### src/rtl/period_sequencer.sv
// period_sequencer
//   Multi-period match clock for the scoreboard. A start pulse runs an optional
//   prelim countdown, then NUM_PERIODS game periods with optional breaks in
//   between, all advanced by a 1 Hz tick enable. The remaining time is shown as
//   MM:SS on four active-low 7-segment digits. Pause blinks the display; abort
//   returns to IDLE from anywhere.
//
// Ports
//   Clk100M    in   system clock, all state on posedge
//   Rst_n      in   asynchronous active-low reset
//   Tick1Hz    in   one-cycle enable, once per second
//   startSig   in   begin match (IDLE only)
//   pauseSig   in   toggle pause (PRELIM/GAME/BREAK only)
//   abortSig   in   return to IDLE from any phase
//   gameSig    out  high while phase is GAME
//   periodNum  out  current game period, 0 in IDLE/PRELIM
//   phase      out  0 IDLE, 1 PRELIM, 2 GAME, 3 BREAK, 4 FINISHED
//   matchDone  out  high in FINISHED
//   seg3..seg0 out  M-tens, M-units, S-tens, S-units; bit7 = DP, 0 = lit
module period_sequencer #(
  parameter int NUM_PERIODS = 4,
  parameter int PRELIM_SECS = 30,
  parameter int PERIOD_SECS = 600,
  parameter int BREAK_SECS  = 120
) (
  input  logic       Clk100M,
  input  logic       Rst_n,
  input  logic       Tick1Hz,
  input  logic       startSig,
  input  logic       pauseSig,
  input  logic       abortSig,
  output logic       gameSig,
  output logic [3:0] periodNum,
  output logic [2:0] phase,
  output logic       matchDone,
  output logic [7:0] seg3,
  output logic [7:0] seg2,
  output logic [7:0] seg1,
  output logic [7:0] seg0
);

  localparam int MAX_PB   = (PRELIM_SECS > PERIOD_SECS) ? PRELIM_SECS : PERIOD_SECS;
  localparam int MAX_SECS = (MAX_PB > BREAK_SECS) ? MAX_PB : BREAK_SECS;
  localparam int TW       = $clog2(MAX_SECS + 1);

  localparam logic [TW-1:0] PRELIM_LD   = TW'(PRELIM_SECS);
  localparam logic [TW-1:0] PERIOD_LD   = TW'(PERIOD_SECS);
  localparam logic [TW-1:0] BREAK_LD    = TW'(BREAK_SECS);
  localparam logic [3:0]    LAST_PERIOD = 4'(NUM_PERIODS);

  typedef enum logic [2:0] {
    PH_IDLE     = 3'd0,
    PH_PRELIM   = 3'd1,
    PH_GAME     = 3'd2,
    PH_BREAK    = 3'd3,
    PH_FINISHED = 3'd4
  } phase_e;

  phase_e          phase_q,  phase_d;
  logic [TW-1:0]   remain_q, remain_d;
  logic [3:0]      per_q,    per_d;
  logic            paused_q, paused_d;
  logic            blink_q,  blink_d;

  // Active-low segment pattern for one decimal digit, DP off.
  function automatic logic [7:0] seg7(input logic [3:0] d);
    case (d)
      4'd0:    seg7 = 8'hC0;
      4'd1:    seg7 = 8'hF9;
      4'd2:    seg7 = 8'hA4;
      4'd3:    seg7 = 8'hB0;
      4'd4:    seg7 = 8'h99;
      4'd5:    seg7 = 8'h92;
      4'd6:    seg7 = 8'h82;
      4'd7:    seg7 = 8'hF8;
      4'd8:    seg7 = 8'h80;
      4'd9:    seg7 = 8'h90;
      default: seg7 = 8'hFF;
    endcase
  endfunction

  // Next-state logic
  always_comb begin
    // NOTE: every variable gets a default first, so no path leaves one
    // unassigned and no latch is inferred.
    phase_d  = phase_q;
    remain_d = remain_q;
    per_d    = per_q;
    paused_d = paused_q;
    blink_d  = blink_q;

    if (abortSig) begin
      phase_d  = PH_IDLE;
      remain_d = '0;
      per_d    = '0;
      paused_d = 1'b0;
      blink_d  = 1'b0;
    end else begin
      case (phase_q)
        PH_IDLE: begin
          if (startSig) begin
            if (PRELIM_SECS == 0) begin
              phase_d  = PH_GAME;
              per_d    = 4'd1;
              remain_d = PERIOD_LD;
            end else begin
              phase_d  = PH_PRELIM;
              remain_d = PRELIM_LD;
            end
          end
        end

        PH_PRELIM, PH_GAME, PH_BREAK: begin
          if (Tick1Hz) begin
            // The tick is judged against the pause state before this cycle's
            // pause pulse: counted on pause-on, swallowed on pause-off.
            if (paused_q) begin
              blink_d = ~blink_q;
            end else if (remain_q > TW'(1)) begin
              remain_d = remain_q - TW'(1);
            end else begin
              case (phase_q)
                PH_PRELIM: begin
                  phase_d  = PH_GAME;
                  per_d    = 4'd1;
                  remain_d = PERIOD_LD;
                end
                PH_BREAK: begin
                  phase_d  = PH_GAME;
                  per_d    = per_q + 4'd1;
                  remain_d = PERIOD_LD;
                end
                default: begin
                  if (per_q >= LAST_PERIOD) begin
                    phase_d  = PH_FINISHED;
                    remain_d = '0;
                  end else if (BREAK_SECS == 0) begin
                    per_d    = per_q + 4'd1;
                    remain_d = PERIOD_LD;
                  end else begin
                    phase_d  = PH_BREAK;
                    remain_d = BREAK_LD;
                  end
                end
              endcase
            end
          end
          // Each pause toggle restarts blinking from the visible half.
          if (pauseSig) begin
            paused_d = ~paused_q;
            blink_d  = 1'b0;
          end
          if (phase_d == PH_FINISHED) begin
            paused_d = 1'b0;
            blink_d  = 1'b0;
          end
        end

        default: ;  // FINISHED holds until abort
      endcase
    end
  end

  // Display digits derived from the current state; registered below.
  logic [31:0] min_w, sec_w;
  assign min_w = 32'(remain_q) / 32'd60;
  assign sec_w = 32'(remain_q) % 32'd60;

  always_ff @(posedge Clk100M or negedge Rst_n) begin
    if (!Rst_n) begin
      phase_q   <= PH_IDLE;
      remain_q  <= '0;
      per_q     <= '0;
      paused_q  <= 1'b0;
      blink_q   <= 1'b0;
      gameSig   <= 1'b0;
      periodNum <= '0;
      phase     <= PH_IDLE;
      matchDone <= 1'b0;
      seg3      <= 8'hFF;
      seg2      <= 8'hFF;
      seg1      <= 8'hFF;
      seg0      <= 8'hFF;
    end else begin
      // NOTE: non-blocking assignments, so every register samples the values
      // from before this edge regardless of statement order.
      phase_q  <= phase_d;
      remain_q <= remain_d;
      per_q    <= per_d;
      paused_q <= paused_d;
      blink_q  <= blink_d;

      // Outputs follow the state registers one clock later.
      gameSig   <= (phase_q == PH_GAME);
      periodNum <= per_q;
      phase     <= phase_q;
      matchDone <= (phase_q == PH_FINISHED);
      if (phase_q == PH_IDLE || (paused_q && blink_q)) begin
        seg3 <= 8'hFF;
        seg2 <= 8'hFF;
        seg1 <= 8'hFF;
        seg0 <= 8'hFF;
      end else begin
        seg3 <= seg7(4'(min_w / 32'd10));
        seg2 <= seg7(4'(min_w % 32'd10)) & 8'h7F;  // colon DP lit
        seg1 <= seg7(4'(sec_w / 32'd10));
        seg0 <= seg7(4'(sec_w % 32'd10));
      end
    end
  end

endmodule

### config.mk
export PLATFORM = sky130hd
export DESIGN_NAME = period_sequencer
export DESIGN_NICKNAME = d
export VERILOG_FILES = /design/src/rtl/period_sequencer.sv
export SDC_FILE = /design/constraint.sdc
export NUM_CORES = 1
export LEC_CHECK = 0
export BUFFER_PORTS_ARGS = -buffer_cell sky130_fd_sc_hd__clkbuf_2
export CAP_MARGIN = 20
export CORE_MARGIN = 2
export CORE_UTILIZATION = 56
export CTS_CLUSTER_DIAMETER = 40
export DETAILED_ROUTE_END_ITERATION = 16
export GPL_ROUTABILITY_DRIVEN = 0
export PLACE_DENSITY = 0.76
export SYNTH_ARGS = -nofsm -noshare
export SYNTH_HDL_FRONTEND = slang
export SYNTH_SLANG_ARGS = --single-unit
### constraint.sdc
create_clock -name Clk100M -period 6.2 [get_ports Clk100M]
set_clock_uncertainty 0.1 [all_clocks]
set_input_delay 0.93 -clock Clk100M [delete_from_list [all_inputs] [get_ports Clk100M]]
set_output_delay 0.93 -clock Clk100M [all_outputs]
set_load 0.03 [all_outputs]
==> metrics.yaml <==
vias_per_cell: 6.29
antenna_left: 0
setup_tns_ns: 0
stdcell_area_mm2: 0.00483
htreeDepth: 2
dr.max_layer_used: "met4"
critPathLaunchType: "flop"
worstMarginPinSlew_ns: 1.09
post_route_cells_drive_above_1_share_pct: 21.4
crit_chain: "nand2_1 > nor2_1 > ha_2 > inv_1 > o32a_1 > and2_0 > o21ba_1 > or3_1 > o31ai_2 > o21a_1 > nand3b_1 > o32ai_1 > or4_1 > o21ai_0 > o21bai_2 > xnor2_1 > ha_1 > nor2_1 > a211oi_1 > a311oi_1 > o21ai_1"
fin_ws_ns: 0.515
netlist_area_mm2: 0.00448
synth_edf_count: 0
port_buffers: 43
die_x_um: 93.4
area_growth_pct: 7.77
total_power_uw: 1390
grt_max_degree: 56
crit_top_cell: "nor2_1"
path_class: "reg -> reg"
setup-violations-final: 0
crit_fanout: 14
antenna_found_initial: 0
fin_hold_ws_ns: 0.348
synth_seq_cells: 55
cts_buffers: 5
cts-root-buf: "clkbuf_8"
finalNetCount: 600
max_slew_margin_pct: 26.9
grt_pass1_vias: 3869
met3_wirelength_um: 610
cp_slowest_cell: "or4_1"
end_kind: "flop"
async_flop_share_pct: 100
cap_violations: 0
cts_hold_buf: 0
syn_inst: 536
wl_met1_mm: 4.48
die-area_mm2: 0.00873
place_area_mm2: 0.00473
synth_flop_cell: "dfrtp_1"
fmax_ghz: 0.176
drt-wirelength-per-cell_um: 15.3
max_stage_delay_ns: 0.66
tritoncts: "done"
p_leak_uw: 0.00205
pin_count: 47
dp_slack_ns: 0.550
clockBufferDepth: 2
first_pass_iters: 5
cp.required_ns: 6.36
min_period_over_period_pct: 91.7
clock_sinks: 55
outcome: "completed"
ys_warn_count: 0
grt_pass1_wl_mm: 17.6
grt.overflow.total: 0
min_period_ns: 5.68
cellPowerDensity_mw_per_mm2: 289
synth_cell_type_count: 89
start_util_pct: 58.0
drv_slew: 0
path_clk_slew_ns: 0.10
clock_latency_ns: 0.32
ys_seq_area_share_pct: 31.5
ir_worst_vdd_mv: 0.192
antennaDiodeCount: 0
cp_num_buf_inv: 1
routed_wl_mm: 10.3
wl_met2_mm: 4.92
hpwl_mm: 7.38
die_y_um: 93.4
track_usage_pct: 24.3
syn_avg_cell_area_um2: 8.35
worst_hold_path_type: "reg -> reg"
fp-row-count: 32
fill_cells: 659
rsz0062_at_grt: "no"
core_area_mm2: 0.00773
vias: 4228
crit_family: "compound AO/OA/AOI/OAI gates"
final-hold-violation-count: 0
drc: 0
drt-initial-drc-count: 462
worstPathArrival_ns: 5.84
## flip-flops by register name, indices dropped and copies added, names as in the netlist
name	count
phase_q	3
remain_q	10
paused_q	1
matchDone	1
phase	3
seg1	7
blink_q	1
seg0	7
seg2	7
seg3	6
per_q	4
gameSig	1
periodNum	4
## worst reg2reg max path, stage by stage (launching register included)
cell,delay (ns)
dfrtp_1,0.37
nand2_1,0.13
nor2_1,0.12
ha_2,0.30
inv_1,0.08
o32a_1,0.52
and2_0,0.24
o21ba_1,0.22
or3_1,0.39
o31ai_2,0.28
o21a_1,0.46
nand3b_1,0.18
o32ai_1,0.08
or4_1,0.66
o21ai_0,0.26
o21bai_2,0.22
xnor2_1,0.22
ha_1,0.27
nor2_1,0.07
a211oi_1,0.24
a311oi_1,0.07
o21ai_1,0.15
## repair_timing
action,4_1_cts,5_1_grt
resized for setup,0,1
endpoints found under the setup margin,0,1
buffers inserted,0,0
## kinds of logic after synthesis
group           Yosys count  share of synthesized area [%]
xor+xnor                  8                           1.73
buf+inv                  55                           6.03
flops                    55                           31.5
compound gates          185                           28.6
other cells               1                         0.0837
mux                      15                           3.74
simple gates            191                           21.0
fa+ha+maj                26                           7.24
## cell type report
cell class              count  area [um^2]  share of cell area, %
clock buffers               6         72.6                   1.50
clock inverters             2         16.3                  0.337
inverters                  25         93.8                   1.94
multi-input cells         428         2810                   58.2
flip-flops and latches     55         1410                   29.2
well taps                 102          128                   2.64
repair buffers             54          298                   6.17
## cell usage after synthesis (5+ instances only)
master | number | area, um^2
o21ai_0 | 55 | 275
nand2_1 | 52 | 195
nor2_1 | 47 | 176
a21oi_1 | 35 | 175
dfrtp_1 | 28 | 701
dfstp_2 | 27 | 709
ha_1 | 25 | 313
inv_1 | 23 | 86.3
nor3_1 | 19 | 95.1
nand3_1 | 17 | 85.1
mux2i_1 | 12 | 120
buf_2 | 9 | 45.0
clkbuf_1 | 9 | 33.8
and2_1 | 8 | 50.1
a211oi_1 | 7 | 52.6
nand2b_1 | 7 | 43.8
a31oi_1 | 6 | 37.5
buf_4 | 6 | 45.0
nand4_1 | 6 | 37.5
nor2b_1 | 6 | 37.5
a21o_1 | 5 | 37.5
xnor2_1 | 5 | 43.8
## path summary, 6_finish.rpt
kind | startpoint | end | slack (ns) | cells past startpoint
setup / recovery | remain_q[7] | seg0[5] | 0.52 | 21
setup reg to reg | remain_q[7] | seg0[5] | 0.52 | 21
hold reg to reg | per_q[1] | periodNum[1] | 0.35 | 0
max in group asynchronous | Rst_n | remain_q[4] | 4.95 | 2
hold / removal | per_q[1] | periodNum[1] | 0.35 | 0
min in group asynchronous | Rst_n | remain_q[8] | 0.62 | 2
## report_power, final
part | total [uW] | internal [uW] | switching [uW]
Clock | 207 | 81.5 | 125
Sequential | 482 | 444 | 38.7
Combinational | 706 | 238 | 468
## per-stage QoR
step	utilization, %	cells
2_1_floorplan	-	538
3_3_place_gp	61.3	664
3_5_place_dp	61.3	664
4_1_cts	62.4	672
5_1_grt	62.5	672
6_report	62.5	672
## metal layers
layer | global-route usage [%] | vias up
li1 | - | 2021
met1 | 30.2 | 1984
met2 | 43.1 | 181
met3 | 3.46 | 42
met4 | 8.33 | 0
met5 | 0 | -
## layout by cell type (no fill, tap or decap), types with 7 or more instances in the layout
cell type	count
ha_1	24
nor3_1	19
mux2i_1	12
nand3_1	17
dfstp_2	27
a21oi_1	35
nand2_1	52
nor2_1	47
buf_4	11
and2_1	8
o21ai_0	55
a211oi_1	7
inv_1	23
dfrtp_1	28
nand2b_1	7
clkbuf_2	43
Note: power is estimated with default switching activity, not from simulation.
